<file path="config.mk">
export PLATFORM = sky130hd
export DESIGN_NAME = vga_fb_arbiter_flat
export DESIGN_NICKNAME = d
export VERILOG_FILES = /design/src/rtl/vga_fb_arbiter_if.sv /design/src/rtl/vga_fb_arbiter.sv /design/src/flat_wrapper.sv
export SDC_FILE = /design/constraint.sdc
export NUM_CORES = 1
export LEC_CHECK = 0
export CORE_MARGIN = 4
export CORE_UTILIZATION = 40
export CTS_BUF_LIST = sky130_fd_sc_hd__clkbuf_16
export CTS_CLUSTER_DIAMETER = 150
export DETAILED_ROUTE_END_ITERATION = 6
export GPL_TIMING_DRIVEN = 0
export PLACE_DENSITY = 0.91
export SETUP_SLACK_MARGIN = 0.5
export SLEW_MARGIN = 25
export SYNTH_ARGS = -nofsm -noshare
export SYNTH_HDL_FRONTEND = slang
export SYNTH_SLANG_ARGS = --single-unit
export TNS_END_PERCENT = 30
</file>
<file path="constraint.sdc">
create_clock -name i_VGA_CLOCK -period 5.1 [get_ports i_VGA_CLOCK]
set_input_delay 0.765 -clock i_VGA_CLOCK [delete_from_list [all_inputs] [get_ports i_VGA_CLOCK]]
set_output_delay 0.765 -clock i_VGA_CLOCK [all_outputs]
set_load 0.05 [all_outputs]
</file>
<file path="src/rtl/vga_fb_arbiter_if.sv">
// Pixel-writer handshake and single-port framebuffer RAM bus, seen from the arbiter.
// master = arbiter side (accepts writes, drives the RAM); slave = writer + RAM side.
interface vga_fb_arbiter_if #(
  parameter int AW = 19,
  parameter int DW = 12
) ();
  logic          i_wr_valid;
  logic [AW-1:0] i_wr_addr;
  logic [DW-1:0] i_wr_data;
  logic          o_wr_ready;

  logic          o_mem_en;
  logic          o_mem_we;
  logic [AW:0]   o_mem_addr;
  logic [DW-1:0] o_mem_wdata;
  logic [DW-1:0] i_mem_rdata;

  modport master (
    input  i_wr_valid, i_wr_addr, i_wr_data,
    output o_wr_ready,
    output o_mem_en, o_mem_we, o_mem_addr, o_mem_wdata,
    input  i_mem_rdata
  );

  modport slave (
    output i_wr_valid, i_wr_addr, i_wr_data,
    input  o_wr_ready,
    input  o_mem_en, o_mem_we, o_mem_addr, o_mem_wdata,
    output i_mem_rdata
  );
endinterface

</file>
<file path="src/rtl/vga_fb_arbiter.sv">
// Double-buffered framebuffer arbiter: display fetch has absolute priority over a
// one-entry write hold register; front/back banks swap only at vblank start.
module vga_fb_arbiter #(
  parameter int AW = 19,
  parameter int DW = 12
) (
  input  logic              i_VGA_CLOCK,
  input  logic              i_rst_n,
  input  logic              i_fetch_en,
  input  logic [AW-1:0]     i_fetch_addr,
  input  logic              i_vblank_start,
  input  logic              i_swap_req,
  output logic              o_swap_ack,
  output logic              o_fb_sel,
  output logic              o_pix_valid,
  output logic [DW-1:0]     o_pix_data,
  vga_fb_arbiter_if.master  bus
);

  typedef enum logic [1:0] {
    IDLE  = 2'd0,
    DRAIN = 2'd1,
    ARMED = 2'd2
  } state_t;

  state_t        state_q, state_d;
  logic          fb_sel_q, fb_sel_d;
  logic          swap_ack_q, swap_ack_d;
  logic          hold_valid_q, hold_valid_d;
  logic [AW-1:0] hold_addr_q, hold_addr_d;
  logic [DW-1:0] hold_data_q, hold_data_d;
  logic          pix_valid_q, pix_valid_d;
  logic [DW-1:0] pix_data_q, pix_data_d;

  logic          wr_ready;
  logic          mem_en;
  logic          mem_we;
  logic [AW:0]   mem_addr;
  logic [DW-1:0] mem_wdata;
  logic [DW-1:0] pix_data;

  always_comb begin
    // NOTE: every comb output gets a default first so no path can infer a latch.
    state_d      = state_q;
    fb_sel_d     = fb_sel_q;
    swap_ack_d   = 1'b0;
    hold_valid_d = hold_valid_q;
    hold_addr_d  = hold_addr_q;
    hold_data_d  = hold_data_q;
    mem_en       = 1'b0;
    mem_we       = 1'b0;
    mem_addr     = '0;
    mem_wdata    = '0;

    wr_ready = !hold_valid_q && (state_q == IDLE);

    if (i_fetch_en) begin
      mem_en   = 1'b1;
      mem_addr = {fb_sel_q, i_fetch_addr};
    end else if (hold_valid_q) begin
      mem_en       = 1'b1;
      mem_we       = 1'b1;
      mem_addr     = {~fb_sel_q, hold_addr_q};
      mem_wdata    = hold_data_q;
      hold_valid_d = 1'b0;
    end

    // Cannot collide with the drain above: ready implies the hold register is empty.
    if (bus.i_wr_valid && wr_ready) begin
      hold_valid_d = 1'b1;
      hold_addr_d  = bus.i_wr_addr;
      hold_data_d  = bus.i_wr_data;
    end

    unique case (state_q)
      IDLE:  if (i_swap_req) state_d = DRAIN;
      DRAIN: if (!hold_valid_q) state_d = ARMED;
      ARMED: if (i_vblank_start) begin
        state_d    = IDLE;
        fb_sel_d   = ~fb_sel_q;
        swap_ack_d = 1'b1;
      end
      default: state_d = IDLE;
    endcase

    // RAM data is valid in the cycle after the read; latch it so it holds afterwards.
    pix_valid_d = i_fetch_en;
    pix_data    = pix_valid_q ? bus.i_mem_rdata : pix_data_q;
    pix_data_d  = pix_data;
  end

  // NOTE: state uses non-blocking assignments so every flop samples pre-edge values.
  always_ff @(posedge i_VGA_CLOCK) begin
    if (!i_rst_n) begin
      state_q      <= IDLE;
      fb_sel_q     <= 1'b0;
      swap_ack_q   <= 1'b0;
      hold_valid_q <= 1'b0;
      pix_valid_q  <= 1'b0;
      pix_data_q   <= '0;
    end else begin
      state_q      <= state_d;
      fb_sel_q     <= fb_sel_d;
      swap_ack_q   <= swap_ack_d;
      hold_valid_q <= hold_valid_d;
      pix_valid_q  <= pix_valid_d;
      pix_data_q   <= pix_data_d;
    end
  end

  // NOTE: hold payload needs no reset; it is only ever read while hold_valid_q is set.
  always_ff @(posedge i_VGA_CLOCK) begin
    hold_addr_q <= hold_addr_d;
    hold_data_q <= hold_data_d;
  end

  assign bus.o_wr_ready  = wr_ready;
  assign bus.o_mem_en    = mem_en;
  assign bus.o_mem_we    = mem_we;
  assign bus.o_mem_addr  = mem_addr;
  assign bus.o_mem_wdata = mem_wdata;

  assign o_swap_ack  = swap_ack_q;
  assign o_fb_sel    = fb_sel_q;
  assign o_pix_valid = pix_valid_q;
  assign o_pix_data  = pix_data;

endmodule

</file>
<file path="src/flat_wrapper.sv">
// flat-port wrapper written by rule: the top's interface ports become plain ports
module vga_fb_arbiter_flat 
#(
  parameter int AW = 19,
  parameter int DW = 12
)
  (i_VGA_CLOCK, i_rst_n, i_fetch_en, i_fetch_addr, i_vblank_start, i_swap_req, o_swap_ack, o_fb_sel, o_pix_valid, o_pix_data, bus_i_wr_valid, bus_i_wr_addr, bus_i_wr_data, bus_o_wr_ready, bus_o_mem_en, bus_o_mem_we, bus_o_mem_addr, bus_o_mem_wdata, bus_i_mem_rdata);
  vga_fb_arbiter_if #(.AW(AW), .DW(DW)) bus_i ();
  input  logic i_VGA_CLOCK;
  input  logic i_rst_n;
  input  logic i_fetch_en;
  input  logic [AW-1:0] i_fetch_addr;
  input  logic i_vblank_start;
  input  logic i_swap_req;
  output logic o_swap_ack;
  output logic o_fb_sel;
  output logic o_pix_valid;
  output logic [DW-1:0] o_pix_data;
  input wire logic [$bits(bus_i.i_wr_valid)-1:0] bus_i_wr_valid;
  input wire logic [$bits(bus_i.i_wr_addr)-1:0] bus_i_wr_addr;
  input wire logic [$bits(bus_i.i_wr_data)-1:0] bus_i_wr_data;
  output wire logic [$bits(bus_i.o_wr_ready)-1:0] bus_o_wr_ready;
  output wire logic [$bits(bus_i.o_mem_en)-1:0] bus_o_mem_en;
  output wire logic [$bits(bus_i.o_mem_we)-1:0] bus_o_mem_we;
  output wire logic [$bits(bus_i.o_mem_addr)-1:0] bus_o_mem_addr;
  output wire logic [$bits(bus_i.o_mem_wdata)-1:0] bus_o_mem_wdata;
  input wire logic [$bits(bus_i.i_mem_rdata)-1:0] bus_i_mem_rdata;
  assign bus_i.i_wr_valid = bus_i_wr_valid;
  assign bus_i.i_wr_addr = bus_i_wr_addr;
  assign bus_i.i_wr_data = bus_i_wr_data;
  assign bus_o_wr_ready = bus_i.o_wr_ready;
  assign bus_o_mem_en = bus_i.o_mem_en;
  assign bus_o_mem_we = bus_i.o_mem_we;
  assign bus_o_mem_addr = bus_i.o_mem_addr;
  assign bus_o_mem_wdata = bus_i.o_mem_wdata;
  assign bus_i.i_mem_rdata = bus_i_mem_rdata;
  vga_fb_arbiter #(.AW(AW), .DW(DW)) u_core (.i_VGA_CLOCK(i_VGA_CLOCK), .i_rst_n(i_rst_n), .i_fetch_en(i_fetch_en), .i_fetch_addr(i_fetch_addr), .i_vblank_start(i_vblank_start), .i_swap_req(i_swap_req), .o_swap_ack(o_swap_ack), .o_fb_sel(o_fb_sel), .o_pix_valid(o_pix_valid), .o_pix_data(o_pix_data), .bus(bus_i));
endmodule
</file>
* Word level (Yosys, flattened, before mapping)
Cells that the tools add are included.
** Word-level totals
- Register bits :: 49
- Bits of input ports :: 68
- Output and inout bits :: 50
- Word-level logic and storage cells :: 37
** Operators by class
- Equal/unequal tests :: 6
- Reduce and logical (&&, ||, !) cells :: 7
- Bitwise operators :: 1
- Muxes and demuxes :: 15
** Operators with widths (count)
- 2-to-1 mux 20 bit :: 2
- 2-to-1 mux 12 bit :: 3
- 2-to-1 mux 1 bit :: 6
- 2-to-1 mux 2 bit :: 3
- inequality test 2 bit (second input constant) :: 3
- case mux 2 bit (3 select lines) :: 1
- AND reduction 2 bit :: 2
- AND reduction 3 bit :: 1
- equality test 2 x 1 -> 1 bit (second input constant) :: 1
- equality test 2 bit (second input constant) :: 1
- logical AND 1 bit :: 2
- zero test 2 bit :: 1
- inequality test 2 x 1 -> 1 bit (second input constant) :: 1
- zero test 1 bit :: 1
- NOT 1 bit :: 1

* Longest topological paths before layout
- Depth after elaboration :: 4
- Gate-level depth with buffers :: 3
- Mapped depth without buffers :: 2

* Least setup slack after synthesis
Ideal clock, no wire load.
- Path type :: input-to-reg
- From :: input bus_i_wr_valid
- To :: register u_core.hold_addr_q[0] (enable)
- Data arrival time :: 2.573 ns
- Path buffers :: 0
- Required time :: 4.659 ns
- Setup slack :: 2.087 ns
- Setup time :: 0.441 ns
- Cell stages on the path :: 1
- Cells stage by stage :: nor4b_2
** Between the ends
- Longest elaborated chain between the ends :: 1
** Ends and longest elaborated chain
- start, declared :: line flat_wrapper.sv:19 : input wire logic [$bits(bus_i.i_wr_valid)-1:0] bus_i_wr_valid;
- logical AND 1 bit :: line vga_fb_arbiter.sv:69 : if (bus.i_wr_valid && wr_ready) begin
- end signal, assigned :: line vga_fb_arbiter.sv:113 : hold_addr_q <= hold_addr_d;
- end, declared :: line vga_fb_arbiter.sv:30 : logic [AW-1:0] hold_addr_q, hold_addr_d;
No other way between the ends.
A chain may end at the register's enable or synchronous reset.

* Final worst setup path
- From :: input i_fetch_en
- To :: output bus_o_mem_addr[1]
** Between the ends
- Longest elaborated chain between the ends :: 1
** Ends and longest elaborated chain
- start, declared :: line flat_wrapper.sv:11 : input logic i_fetch_en;
- 2-to-1 mux 20 bit :: line vga_fb_arbiter.sv:57 : if (i_fetch_en) begin
- end, declared :: line flat_wrapper.sv:25 : output wire logic [$bits(bus_i.o_mem_addr)-1:0] bus_o_mem_addr;
No other way between the ends.

==> run summary <==
LAYOUT
--------------------------------------------------------------------------------
Antenna cell count                                                             0
Filler Cells Inserted                                                        349
Area growth syn-to-layout                                                  71.4%
Finished layout cell area                                               3400 µm²
Fraction of final layout cells sized beyond drive strength 1               11.6%
Post-layout nets                                                             326

GRT
--------------------------------------------------------------------------------
Aggregate global-route resource usage                                      17.6%
Overflow after GRT                                                             0
Largest net degree at the start of global routing                             15
Antenna violations before repair                                               0
Via count of the first global-routing pass                                  1695
First-pass GRT wire length                                               8270 µm

CLOCKING
--------------------------------------------------------------------------------
Number of clock buffers inserted by TritonCTS                                  5
Hold buffers post-CTS                                                          0
Number of buffers between clock root and the deepest sink                      2
Post-CTS Setup Repair Bufs                                                     0
Total number of H-tree levels                                                  2
Sinks on the clock net                                                        49
Clock tree from TritonCTS                                                  built
Clock-pin slew on the worst setup and hold paths                         0.06 ns
Worst-skew pair later-pin latency                                        0.28 ns
Root cell of the clock tree                                         sky130_fd_sc_hd__clkbuf_16
Quantity of gates resized following cts                                        0

TIMING
--------------------------------------------------------------------------------
Hold Fails Final Rpt                                                           0
Clock Skews                                                           0.00235 ns
Fin Hold WS                                                             0.510 ns
Count of final setup violators                                                 0
Setup total negative slack                                                  0 ns
Final clock period utilization by the worst path                           70.4%
Final period demand of the worst path                                    3.59 ns
Top achievable clock speed                                               278 MHz
Worst-margin pin slew                                                   0.662 ns
Rel. slew slack                                                            55.7%
RSZ-0062 raised after global routing                                          no
Max Slew Vio Count                                                             0

SETUP PATH
--------------------------------------------------------------------------------
Type of origin of the critical path                                    input pin
Cell type of the slowest stage on the worst timing path             sky130_fd_sc_hd__clkdlybuf4s50_1
Launch point of the worst reg-to-reg path                           u_core.hold_valid_q
Arrival time of the worst setup path                                     2.83 ns
Critical Path Fanout Max                                                      10
Most frequent CP cell                                               sky130_fd_sc_hd__clkdlybuf4s50_1
Crit path largest cell delay                                             0.80 ns
Reg-to-Reg End                                                      u_core.hold_data_q[4]
Crit end category                                                    output port
Critical Path, Cell by Cell                                         clkdlybuf4s50_1 -> clkbuf_1 -> a22o_1 -> clkdlybuf4s50_1
Register-to-register setup slack                                         3.15 ns
Worst Setup Path Type                                               input pin to output port
Worst Reg2Reg Path Length in Cells                                             3
Worst EP required                                                        4.34 ns

DIE
--------------------------------------------------------------------------------
Die Span Y                                                               78.5 µm
Total Die Area                                                          6160 µm²
Horiz. Die Dim                                                           78.5 µm
Number of placed I/O pins                                                    118
Core region area                                                        4750 µm²
Initial standard-cell utilization of the core                              41.8%
Placement Rows                                                                25

PLACEMENT
--------------------------------------------------------------------------------
Area of placed instances                                                3260 µm²
Port-buffer cells                                                            117
Final weighted congestion of routability-driven global placement           0.713
Detailed-placement wirelength estimate                                   4090 µm

YOSYS
--------------------------------------------------------------------------------
Number of warning messages in the yosys log                                    0
Most numerous cell types in the synthesized netlist                 31 x sky130_fd_sc_hd__edfxtp_1, 26 x sky130_fd_sc_hd__and2_1, 18 x sky130_fd_sc_hd__a22o_1, 18 x sky130_fd_sc_hd__dfxtp_1, 10 x sky130_fd_sc_hd__mux2_4
Cell Area, Synth                                                        1990 µm²
Prevailing post-synth register cell                                 sky130_fd_sc_hd__edfxtp_1
Area contributors post-synth                                        sky130_fd_sc_hd__edfxtp_1 47%, sky130_fd_sc_hd__dfxtp_1 18%, sky130_fd_sc_hd__and2_1 8.2%
Distinct cells, synth                                                         23
Synthesized area per cell                                               15.0 µm²
Most area-hungry cell type in the Yosys netlist                     sky130_fd_sc_hd__edfxtp_1
Post-synth top area share                                                  46.9%
Post-synthesis net count                                                     200
Most common cell in the netlist                                     sky130_fd_sc_hd__edfxtp_1
Instance count of the mapped netlist                                         132
Count of flip-flops with a built-in enable after synthesis                    31
Share of synthesized flip-flops with an asynchronous set or reset             0%
Fraction of the yosys area taken by sequential cells                       65.0%
Post-synthesis register bit count                                             49

HOLD PATH
--------------------------------------------------------------------------------
Hold Crit Depth                                                                2
WHS Endpoint                                                        u_core.o_fb_sel
Hold Crit Start                                                     u_core.o_fb_sel
Path class of the lowest-slack min-delay path                       flip-flop to flip-flop

POWER AND IR DROP
--------------------------------------------------------------------------------
Leak Pwr                                                                 1.28 nW
Pwr/cell area                                                         304 nW/µm²
Peak supply drop                                                        0.222 mV

DRT
--------------------------------------------------------------------------------
Total iterations of the first detailed-routing run                             4
Wirelength per Cell                                                      15.9 µm
Final wirelength                                                         5180 µm
1st-iter DRT viols                                                            79
Residual DRC                                                                   0
Via density per instance                                                    4.63
Post-DRT Antenna Nets                                                          0
Vias                                                                        1510

OUTCOME
--------------------------------------------------------------------------------
Outcome                                                             complete, no violations

FLOW RUN
--------------------------------------------------------------------------------
Number of max-cap violations                                                   0

power by group:
group / switching [mW] / internal (mW) / total (mW)
registers: 0.0107 / 0.453 / 0.464
logic: 0.143 / 0.120 / 0.262
clock network: 0.130 / 0.178 / 0.308
total: 0.284 / 0.751 / 1.03
kinds of logic after synthesis:
logic type | after synthesis | share of synthesized area, %
flip-flops | 49 | 65.0
buffers and inverters | 8 | 3.09
multiplexers | 15 | 10.3
AND/OR/NAND/NOR | 39 | 12.8
AO/OA/AOI/OAI | 21 | 8.82
area by class of cell:
class / count / area [µm²] / area share, %
well taps: 67 / 83.8 / 2.46
inverters: 1 / 3.75 / 0.110
multi-input cells: 75 / 642 / 18.9
clock buffers: 5 / 125 / 3.68
plain buffers: 7 / 57.6 / 1.69
repair buffers: 119 / 1190 / 34.9
clock inverters: 3 / 13.8 / 0.404
flip-flops and latches: 49 / 1290 / 37.9
state kept, by name, indices dropped and copies added, names as in the netlist:
register and flops:
u_core.hold_addr_q 19, u_core.hold_data_q 12, u_core.pix_data_q 12, u_core.state_q 2, u_core.hold_valid_q 1, u_core.o_fb_sel 1, u_core.o_pix_valid 1, u_core.o_swap_ack 1
layer usage:
metal  wire length (µm)  up-vias  track usage (%)
li1                   -      738                -
met1               1840      705             19.0
met2               2850       65             32.2
met3                466        2             7.34
met4                 19        0             3.67
met5                  0        -                0
through the flow:
stage	total power [mW]	util, %	instances	setup slack, ns
CTS	1.05	71.6	326	1.51
detailed placement	0.736	68.7	318	1.51
global placement	0.727	68.2	316	0.926
floorplan	0.617	-	132	2.09
global route	1.08	71.6	326	1.38
finish	1.03	71.6	326	1.51
how the worst max path moves through the flow:
| stage | slack [ns] | start | end | cells past startpoint |
|---|---|---|---|---|
| CTS | 1.51 | i_fetch_en | bus_o_mem_addr[1] | 4 |
| global route | 1.38 | i_fetch_en | bus_o_mem_addr[8] | 4 |
| global placement | 0.93 | bus_i_wr_valid | u_core.hold_addr_q[13] | 2 |
| detailed placement | 1.51 | i_fetch_en | bus_o_mem_addr[5] | 4 |
| floorplan | 2.09 | bus_i_wr_valid | u_core.hold_addr_q[0] | 1 |
| finish | 1.51 | i_fetch_en | bus_o_mem_addr[1] | 4 |
cells in the final DEF, fill, tap and decap left out, types with 3 or more instances in the layout:
| master | Yosys | routed |
|---|---|---|
| sky130_fd_sc_hd__and2_1 | 26 | 26 |
| sky130_fd_sc_hd__clkdlybuf4s50_1 | 0 | 117 |
| sky130_fd_sc_hd__a22o_1 | 18 | 18 |
| sky130_fd_sc_hd__clkbuf_16 | 0 | 5 |
| sky130_fd_sc_hd__buf_6 | 4 | 4 |
| sky130_fd_sc_hd__nand2_1 | 3 | 3 |
| sky130_fd_sc_hd__mux2_2 | 3 | 3 |
| sky130_fd_sc_hd__dfxtp_1 | 18 | 18 |
| sky130_fd_sc_hd__edfxtp_1 | 31 | 31 |
| sky130_fd_sc_hd__mux2_4 | 10 | 10 |
worst max-delay path: cells and delay by family:
family / cells / cell delay [ns]
buffers and inverters: 3 / 1.82
AO/OA/AOI/OAI: 1 / 0.23
(Power assumes the default switching activity.)
